===== src/rtl/noc2_pkt_store_fwd_buf_if.sv =====
// rtl/noc2_pkt_store_fwd_buf_if.sv - NoC2 flit bus: credit-side input, val/rdy-side output
interface noc2_pkt_store_fwd_buf_if #(
    parameter int NOC_DATA_WIDTH = 64
);
    logic [NOC_DATA_WIDTH-1:0] data_in;
    logic                      valid_in;
    logic                      yummy_out;
    logic [NOC_DATA_WIDTH-1:0] data_out;
    logic                      valid_out;
    logic                      ready_in;

    modport slave (
        input  data_in, valid_in, ready_in,
        output yummy_out, data_out, valid_out
    );

    modport master (
        output data_in, valid_in, ready_in,
        input  yummy_out, data_out, valid_out
    );
endinterface


===== src/rtl/noc2_pkt_store_fwd_buf.sv =====
// rtl/noc2_pkt_store_fwd_buf.sv - credit-in, val/rdy-out NoC2 store-and-forward flit buffer
// NOC2_PKT_BUF_CUT_THROUGH_EN: offer the head flit whenever the FIFO is non-empty.
module noc2_pkt_store_fwd_buf #(
    parameter int NOC_DATA_WIDTH = 64,
    parameter int DEPTH          = 16,
    parameter int LEN_LSB        = 22,
    parameter int LEN_WIDTH      = 8
) (
    input  logic                     clk,
    input  logic                     reset,
    noc2_pkt_store_fwd_buf_if.slave  bus,
    output logic [$clog2(DEPTH):0]   occupancy_o,
    output logic                     overflow_o
);
    localparam int AW = $clog2(DEPTH);
    localparam logic [AW:0] FULL_CNT = (AW+1)'(DEPTH);

    typedef enum logic {W_HDR, W_BODY} wstate_e;
    typedef enum logic {R_HDR, R_BODY} rstate_e;

    logic [NOC_DATA_WIDTH-1:0] mem_q [DEPTH];
    logic [AW-1:0]             wr_ptr_q, wr_ptr_d;
    logic [AW-1:0]             rd_ptr_q, rd_ptr_d;
    logic [AW:0]               occ_q, occ_d;
    logic [AW:0]               pkt_cnt_q, pkt_cnt_d;
    wstate_e                   wstate_q, wstate_d;
    rstate_e                   rstate_q, rstate_d;
    logic [LEN_WIDTH-1:0]      wrem_q, wrem_d;
    logic [LEN_WIDTH-1:0]      rrem_q, rrem_d;
    logic                      yummy_q;
    logic                      overflow_q, overflow_d;

    logic [NOC_DATA_WIDTH-1:0] head;
    logic [LEN_WIDTH-1:0]      wr_len, rd_len;
    logic                      full, empty, valid_out, deq, wr_en;
    logic                      pkt_done, tail_deq;

    assign head   = mem_q[rd_ptr_q];
    assign wr_len = bus.data_in[LEN_LSB +: LEN_WIDTH];
    assign rd_len = head[LEN_LSB +: LEN_WIDTH];
    assign full   = (occ_q == FULL_CNT);
    assign empty  = (occ_q == '0);

`ifdef NOC2_PKT_BUF_CUT_THROUGH_EN
    assign valid_out = !empty;
`else
    // The full term lets packets longer than the buffer cut through instead of deadlocking.
    assign valid_out = !empty && ((pkt_cnt_q != '0) || (rstate_q == R_BODY) || full);
`endif

    assign deq   = valid_out && bus.ready_in;
    // A dequeue in the same cycle frees the slot, so a full buffer may still accept.
    assign wr_en = bus.valid_in && (!full || deq);

    assign bus.data_out  = head;
    assign bus.valid_out = valid_out;
    assign bus.yummy_out = yummy_q;
    assign occupancy_o   = occ_q;
    assign overflow_o    = overflow_q;

    always_comb begin
        wr_ptr_d   = wr_ptr_q;
        rd_ptr_d   = rd_ptr_q;
        occ_d      = occ_q;
        pkt_cnt_d  = pkt_cnt_q;
        wstate_d   = wstate_q;
        rstate_d   = rstate_q;
        wrem_d     = wrem_q;
        rrem_d     = rrem_q;
        overflow_d = overflow_q;
        pkt_done   = 1'b0;
        tail_deq   = 1'b0;

        if (wr_en) begin
            wr_ptr_d = wr_ptr_q + AW'(1);
            if (wstate_q == W_HDR) begin
                if (wr_len == '0) begin
                    pkt_done = 1'b1;
                end else begin
                    wrem_d   = wr_len;
                    wstate_d = W_BODY;
                end
            end else begin
                wrem_d = wrem_q - LEN_WIDTH'(1);
                if (wrem_q == LEN_WIDTH'(1)) begin
                    pkt_done = 1'b1;
                    wstate_d = W_HDR;
                end
            end
        end

        if (deq) begin
            rd_ptr_d = rd_ptr_q + AW'(1);
            if (rstate_q == R_HDR) begin
                if (rd_len == '0) begin
                    tail_deq = 1'b1;
                end else begin
                    rrem_d   = rd_len;
                    rstate_d = R_BODY;
                end
            end else begin
                rrem_d = rrem_q - LEN_WIDTH'(1);
                if (rrem_q == LEN_WIDTH'(1)) begin
                    tail_deq = 1'b1;
                    rstate_d = R_HDR;
                end
            end
        end

        case ({wr_en, deq})
            2'b10:   occ_d = occ_q + (AW+1)'(1);
            2'b01:   occ_d = occ_q - (AW+1)'(1);
            default: occ_d = occ_q;
        endcase

        case ({pkt_done, tail_deq})
            2'b10:   pkt_cnt_d = pkt_cnt_q + (AW+1)'(1);
            2'b01:   pkt_cnt_d = pkt_cnt_q - (AW+1)'(1);
            default: pkt_cnt_d = pkt_cnt_q;
        endcase

        if (bus.valid_in && full && !deq) begin
            overflow_d = 1'b1;
        end
    end

    always_ff @(posedge clk) begin
        if (reset) begin
            wr_ptr_q   <= '0;
            rd_ptr_q   <= '0;
            occ_q      <= '0;
            pkt_cnt_q  <= '0;
            wstate_q   <= W_HDR;
            rstate_q   <= R_HDR;
            wrem_q     <= '0;
            rrem_q     <= '0;
            yummy_q    <= 1'b0;
            overflow_q <= 1'b0;
            // Head reads from entry 0 after reset, so clearing it gives data_out=0.
            mem_q[0]   <= '0;
        end else begin
            wr_ptr_q   <= wr_ptr_d;
            rd_ptr_q   <= rd_ptr_d;
            occ_q      <= occ_d;
            pkt_cnt_q  <= pkt_cnt_d;
            wstate_q   <= wstate_d;
            rstate_q   <= rstate_d;
            wrem_q     <= wrem_d;
            rrem_q     <= rrem_d;
            yummy_q    <= deq;
            overflow_q <= overflow_d;
            if (wr_en) begin
                mem_q[wr_ptr_q] <= bus.data_in;
            end
        end
    end
endmodule


===== src/flat_wrapper.sv =====
// flat-port wrapper written by rule: the top's interface ports become plain ports
module noc2_pkt_store_fwd_buf_flat 
#(
    parameter int NOC_DATA_WIDTH = 64,
    parameter int DEPTH          = 16,
    parameter int LEN_LSB        = 22,
    parameter int LEN_WIDTH      = 8
)
  (clk, reset, occupancy_o, overflow_o, bus_data_in, bus_valid_in, bus_ready_in, bus_yummy_out, bus_data_out, bus_valid_out);
  noc2_pkt_store_fwd_buf_if #(.NOC_DATA_WIDTH(NOC_DATA_WIDTH)) bus_i ();
  input  logic clk;
  input  logic reset;
  output logic [$clog2(DEPTH):0] occupancy_o;
  output logic overflow_o;
  input wire logic [$bits(bus_i.data_in)-1:0] bus_data_in;
  input wire logic [$bits(bus_i.valid_in)-1:0] bus_valid_in;
  input wire logic [$bits(bus_i.ready_in)-1:0] bus_ready_in;
  output wire logic [$bits(bus_i.yummy_out)-1:0] bus_yummy_out;
  output wire logic [$bits(bus_i.data_out)-1:0] bus_data_out;
  output wire logic [$bits(bus_i.valid_out)-1:0] bus_valid_out;
  assign bus_i.data_in = bus_data_in;
  assign bus_i.valid_in = bus_valid_in;
  assign bus_i.ready_in = bus_ready_in;
  assign bus_yummy_out = bus_i.yummy_out;
  assign bus_data_out = bus_i.data_out;
  assign bus_valid_out = bus_i.valid_out;
  noc2_pkt_store_fwd_buf #(.NOC_DATA_WIDTH(NOC_DATA_WIDTH), .DEPTH(DEPTH), .LEN_LSB(LEN_LSB), .LEN_WIDTH(LEN_WIDTH)) u_core (.clk(clk), .reset(reset), .bus(bus_i), .occupancy_o(occupancy_o), .overflow_o(overflow_o));
endmodule

===== config.mk =====
export PLATFORM = sky130hd
export DESIGN_NAME = noc2_pkt_store_fwd_buf_flat
export DESIGN_NICKNAME = d
export VERILOG_FILES = /design/src/rtl/noc2_pkt_store_fwd_buf_if.sv /design/src/rtl/noc2_pkt_store_fwd_buf.sv /design/src/flat_wrapper.sv
export SDC_FILE = /design/constraint.sdc
export NUM_CORES = 1
export LEC_CHECK = 0
export ABC_AREA = 0
export CAP_MARGIN = 20
export CORE_ASPECT_RATIO = 1.2
export CORE_MARGIN = 5
export CORE_UTILIZATION = 35
export DETAILED_ROUTE_END_ITERATION = 6
export PLACE_DENSITY = 0.56
export SYNTH_ARGS = -nofsm -noshare
export SYNTH_HDL_FRONTEND = slang
export SYNTH_SLANG_ARGS = --single-unit

===== constraint.sdc =====
create_clock -name clk -period 33.2 [get_ports clk]
set_input_delay 8.3 -clock clk [delete_from_list [all_inputs] [get_ports clk]]
set_output_delay 8.3 -clock clk [all_outputs]
set_load 0.02 [all_outputs]

==> results.tsv, run 1 <==
metric	value	unit
Final Hold Fails	0	
Pleak	14.8	nW
die height	386	um
CTS tree	built	
deepest clock path buffer count	3	
Async SR Flop Fraction	0	%
Final Slew Violations	0	
synthesized area per cell	22.6	um^2
Power Dens Cells	69.9	nW/um^2
actual slew at the worst max-slew pin	1090	ps
crit path max fanout	45	
CP top delay family	buffers and inverters	
Rel. slew slack	27.7	%
CP peak stage delay	830	ps
clk slew on worst S/H paths	60	ps
Via density	5.24	
FMAX	76.2	MHz
Synth Instances	1821	
CTS Root Cell	clkbuf_16	
Synth cell types	57	
Die W	323	um
filler-free cell count of the finished design	3632	
register area	31600	um^2
met1 usage	20.4	%
port bufs	139	
Critical Path Sink Type	primary output	
area taken by multi-input logic gates	9260	um^2
DRT Pass-1 Iters	5	
GP Congestion	0.744	
Final ANT Viol Nets	0	
first-pass GRT wire length	141	mm
area delta synth->final	16.3	%
GR peak layer	met2	
Yosys reg bits	1066	
CP bufs+invs	3	
via count	19000	
Critical Path RT	24900	ps
Post-CTS Repair Setup Buffers	0	
GR Overflow Total	0	
TNS Setup	0	ps
worst skew pair latency	680	ps
DRC Markers	0	
CTS Hold Bufs	0	
ANT cells	0	
Initial DRC Count	1264	
TritonCTS Buffers	105	
Worst Path Arrival	4830	ps
Initial Util	35.1	%
WL per Instance	26.4	um
worst-path cell chain	buf_4, buf_4, mux4_2, a22oi_1, nand3_1, clkdlybuf4s50_1	
layout net count	2092	
CP max stage cell	buf_4	
status	finished, final reports clean	
met2 Use GR	26.7	%
core area	118000	um^2
EDFF count, synth	1024	
Cell Rows	138	
max_cap viols	0	
Post-synth top flop	edfxtp_1	
Post-CTS Resized	0	
die area	125000	um^2
fillers	10100	
CTS sink cnt	1066	
final clock skew	21.0	ps
syn nets	1905	
number of instances in the placed design	3440	
antenna violations before repair	2	
CP most frequent cell	buf_4	
register area share after synthesis	76.6	%
Routed Wire Length	96.0	mm
num ports	140	
Synth Warn #	0	
M3 GR Usage	2.41	%
Final setup viols	0	
HP Class	flop to flop	
largest net degree at the start of global routing	150	
Post-DP HPWL	53.9	mm
RSZ-0062 raised after global routing	no	
fraction of layout cells with a size suffix above 1	25.6	%
Mapped Area	41200	um^2
Critical Path Source Type	flop	
WS Path Type	flop to primary output	
GRT Total Usage	15.4	%
vias in the first global route	20500	
H-tree depth	3	
Tcrit/Tclk final	39.5	%
VDD IR max	62.3	uV
final critical-path required period	13130	ps
-- cell families after synthesis --
kind of cell,Yosys count,synth area share [%]
adder cells (fa/ha/maj),16,0.522
AO/OA/AOI/OAI,72,1.21
multiplexers,325,17.4
AND/OR/NAND/NOR,212,2.73
buffers and inverters,116,1.24
XOR/XNOR,14,0.297
flip-flops,1066,76.6
-- synthesized netlist by cell type, types with 2 or more instances --
cell | number | share of area [%]
nor4b_1 | 3 | 0.064
edfxtp_1 | 1024 | 75
a21oi_1 | 27 | 0.33
mux2i_1 | 10 | 0.24
a2111oi_0 | 2 | 0.042
a22oi_1 | 4 | 0.073
a211oi_1 | 4 | 0.073
and2_1 | 63 | 0.96
mux2_2 | 2 | 0.055
nor3_1 | 14 | 0.17
buf_6 | 3 | 0.082
and3_1 | 3 | 0.046
or2_2 | 2 | 0.030
clkbuf_1 | 45 | 0.41
a31oi_1 | 5 | 0.076
o21ai_0 | 7 | 0.085
nand3_1 | 13 | 0.16
fa_1 | 2 | 0.097
nand2_1 | 20 | 0.18
xor2_1 | 11 | 0.23
inv_1 | 17 | 0.15
a21o_1 | 4 | 0.073
or3_1 | 6 | 0.091
nor2b_1 | 6 | 0.091
nor2_1 | 63 | 0.57
nand2b_1 | 3 | 0.046
buf_1 | 21 | 0.19
dfxtp_1 | 42 | 2.0
ha_1 | 14 | 0.42
nor4_1 | 2 | 0.030
a211oi_2 | 2 | 0.061
or4_1 | 4 | 0.073
buf_2 | 25 | 0.30
mux4_2 | 313 | 17
buf_4 | 2 | 0.036
nand3_2 | 3 | 0.073
nand3b_1 | 3 | 0.055
xnor2_1 | 3 | 0.064
o21ai_1 | 4 | 0.049
nand4_1 | 3 | 0.046
-- worst reg2reg max path, stage by stage, from the launching register on --
cell and delay, ps:
dfxtp_4 570, buf_4 820, buf_4 870, mux4_2 620
a22oi_1 200, nand3_1 390, nor2_1 370, nand4_1 160
a21oi_1 270, ha_1 290, inv_1 110, fa_1 410
inv_1 70, a21o_1 120, a21oi_1 80, xnor2_1 130
or3_1 300, a21oi_1 140
-- sequential cells by signal (all words and copies together), names as in the netlist, named ones only --
signal and cells:
u_core.rrem_q 8, u_core.wrem_q 8, u_core.occupancy_o 5, u_core.rd_ptr_q 4, u_core.wr_ptr_q 4, u_core.wstate_q 1
u_core.overflow_o 1, u_core.pkt_cnt_q 5, u_core.rstate_q 1, u_core.mem_q 1024, u_core.bus.yummy_out 1
-- placed cells by master, fill, tap and decap left out, types with 4 or more instances in the layout --
cell type        count
a211oi_1             4
clkinvlp_4           5
dfxtp_1             38
inv_6                6
bufinv_16            9
or3_1                6
clkbuf_16          106
nor2b_1              6
nand2_1             20
dfxtp_4              4
a31oi_1              5
nand3_1             13
a21oi_1             27
a22oi_1              4
inv_1               17
clkdlybuf4s50_1    139
xor2_1              11
clkinv_8             4
a21o_1               4
buf_4               34
nor2_4              10
ha_1                14
clkinv_1            19
clkinv_4             5
and2_1              63
clkbuf_1            23
nor3_1              11
or4_1                4
o21ai_1              4
nor2_1              53
o21ai_0              6
clkinv_2            15
edfxtp_1          1024
mux4_2             313
mux2i_1             10
-- metrics by stage --
| stage | utilization (%) | hold WS [ps] | power, mW | setup WS [ps] | area [um^2] |
|---|---|---|---|---|---|
| floorplan | - | 459 | 2.02 | 16550 | 41200 |
| global placement | 37.9 | 472 | 2.23 | 20490 | 44500 |
| detailed placement | 37.9 | 465 | 2.24 | 20520 | 44600 |
| CTS | 40.8 | 486 | 3.40 | 19850 | 47900 |
| global route | 40.8 | 510 | 3.49 | 19670 | 47900 |
| finish | 40.8 | 475 | 3.35 | 20070 | 47900 |
-- final timing paths --
kind / from / endpoint / slack, ps / cells after the start
worst max-delay path: flop / bus_data_out[22] / 20070 / 6
worst min-delay path: u_core.overflow_o / u_core.overflow_o / 470 / 2
worst max register to register: flop / u_core.pkt_cnt_q[4] / 27200 / 17
worst min register to register: u_core.overflow_o / u_core.overflow_o / 470 / 2
-- final cells by class --
class | instances | area share (%)
sequential | 1066 | 65.9
clock inverter | 62 | 1.28
inverter | 19 | 0.149
timing repair buffer | 177 | 3.62
clock buffer | 129 | 5.71
tap | 1540 | 4.02
multi-input combinational | 639 | 19.3
-- layer usage --
layer,share of wire (%),vias up
met3,5.0,105
li1,-,8040
met5,0,-
met4,2.1,0
met1,41,10400
met2,52,492
-- power breakdown --
part           switching [mW]  internal (mW)  total [mW]
Clock                   0.499          0.659        1.16
Combinational           0.334          0.335       0.669
Sequential             0.0246           1.50        1.52
No activity file was read; power rests on OpenSTA's default activity.
==> run 2: changes to the inputs <==
==> constraint.sdc (replaced) <==
create_clock -name clk -period 12.6 [get_ports clk]
set_input_delay 3.15 -clock clk [delete_from_list [all_inputs] [get_ports clk]]
set_output_delay 3.15 -clock clk [all_outputs]
set_load 0.02 [all_outputs]
==> results.tsv, run 2 (same netlist as run 1, synthesis figures left out) <==
metric	value	unit
status	finished, final reports clean	
via count	19100	
port bufs	139	
met2 Use GR	26.5	%
Power Dens Cells	185	nW/um^2
area delta synth->final	16.4	%
worst-path cell chain	buf_4, buf_4, mux4_2, mux4_2, clkdlybuf4s50_1	
Critical Path Source Type	flop	
worst skew pair latency	700	ps
TritonCTS Buffers	105	
CP max stage cell	buf_4	
Min Hold Slack	484	ps
Post-DP HPWL	53.6	mm
Worst Path Arrival	4630	ps
H-tree depth	3	
HP Class	flop to flop	
Tcrit/Tclk final	61.7	%
max_cap viols	0	
layout net count	2092	
Final Hold Fails	0	
CP peak stage delay	740	ps
most frequent cells in the layout	edfxtp_1 (1024), mux4_2 (313), clkdlybuf4s50_1 (139)	
CTS tree	built	
GP Congestion	0.763	
TNS Setup	0	ps
DRC Markers	0	
clk slew on worst S/H paths	60	ps
GRT Total Usage	15.3	%
RSZ-0062 raised after global routing	no	
Post-CTS Repair Setup Buffers	0	
core area	118000	um^2
WS Path Type	flop to primary output	
Final Slew Violations	0	
fraction of layout cells with a size suffix above 1	25.8	%
deepest clock path buffer count	3	
GR peak layer	met2	
die height	386	um
VDD IR max	124	uV
DRT Pass-1 Iters	5	
CTS Root Cell	clkbuf_16	
Via density	5.24	
FMAX	129	MHz
commonest non-fill, non-tap cell in the layout	edfxtp_1	
Rel. slew slack	27.9	%
crit path max fanout	40	
vias in the first global route	20400	
CP bufs+invs	3	
antenna violations before repair	3	
Final ANT Viol Nets	0	
CTS Hold Bufs	0	
Die W	323	um
final critical-path required period	7780	ps
Critical Path RT	9450	ps
final clock skew	38.9	ps
largest net degree at the start of global routing	150	
GR Overflow Total	0	
Initial Util	35.1	%
actual slew at the worst max-slew pin	1080	ps
Pleak	14.8	nW
CTS sink cnt	1066	
largest reg by FF count	u_core.mem_q	
Post-CTS Resized	0	
first-pass GRT wire length	140	mm
Cell Rows	138	
biggest regs	u_core.mem_q: 1024 flops, u_core.rrem_q: 8 flops, u_core.wrem_q: 8 flops	
Routed Wire Length	95.2	mm
max reg flops	1024	
CP top delay family	buffers and inverters	
Initial DRC Count	1286	
met1 usage	20.1	%
die area	125000	um^2
num ports	140	
WL per Instance	26.2	um
Critical Path Sink Type	primary output	
Final setup viols	0	
M3 GR Usage	2.66	%
==> run 2: layout make-up <==
cell class	count	area, um^2
Antenna cell	2	5.00
Inverter	19	71.3
Fill cell	10100	69600
Clock buffer	132	2790
Timing Repair Buffer	177	1730
Sequential cell	1066	31600
Tap cell	1540	1930
Clock inverter	64	602
Multi-Input combinational cell	639	9260
==> run 2: through the flow <==
stage          std cells  worst slack, ps  power [mW]  instance area [um^2]  utilization [%]
3_3_place_gp        3439             4950        5.88                 44500             37.9
5_1_grt             3638             4430        9.24                 48000             40.8
3_5_place_dp        3440             5090        5.91                 44600             37.9
4_1_cts             3636             4570        9.00                 48000             40.8
2_1_floorplan       1821             1100        5.33                 41200                -
6_report            3639             4820        8.87                 48000             40.8
==> run 2: final timing paths <==
| path | start | to | slack [ps] | cells past startpoint |
|---|---|---|---|---|
| setup / recovery | flop | bus_data_out[6] | 4820 | 5 |
| hold reg to reg | u_core.overflow_o | u_core.overflow_o | 480 | 2 |
| setup reg to reg | flop | u_core.pkt_cnt_q[4] | 7470 | 16 |
| hold / removal | u_core.overflow_o | u_core.overflow_o | 480 | 2 |
==> run 2: layer usage <==
metal | vias to the layer above | routed length (um)
li1 | 8044 | -
met1 | 10400 | 38900
met2 | 495 | 49600
met3 | 133 | 4540
met4 | 2 | 2130
met5 | - | 13
==> run 2: power by group <==
part           switching [mW]  internal [mW]  leakage (nW)  total, mW
combinational           0.877          0.882          3.31       1.76
sequential             0.0703           3.95          9.86       4.02
clock                    1.32           1.76          1.66       3.09
total                    2.27           6.59          14.8       8.87
==> run 2: worst register-to-register path, stage by stage (launching register included) <==
cell and delay, ps:
dfxtp_4 660, buf_4 790, mux4_2 640, a22oi_1 180, nand3_1 400, nor2_1 380
nand4_1 140, a21oi_1 250, ha_1 280, inv_1 110, fa_1 410, inv_1 80
a21o_1 110, a21oi_1 70, xnor2_1 130, or3_1 300, a21oi_1 140
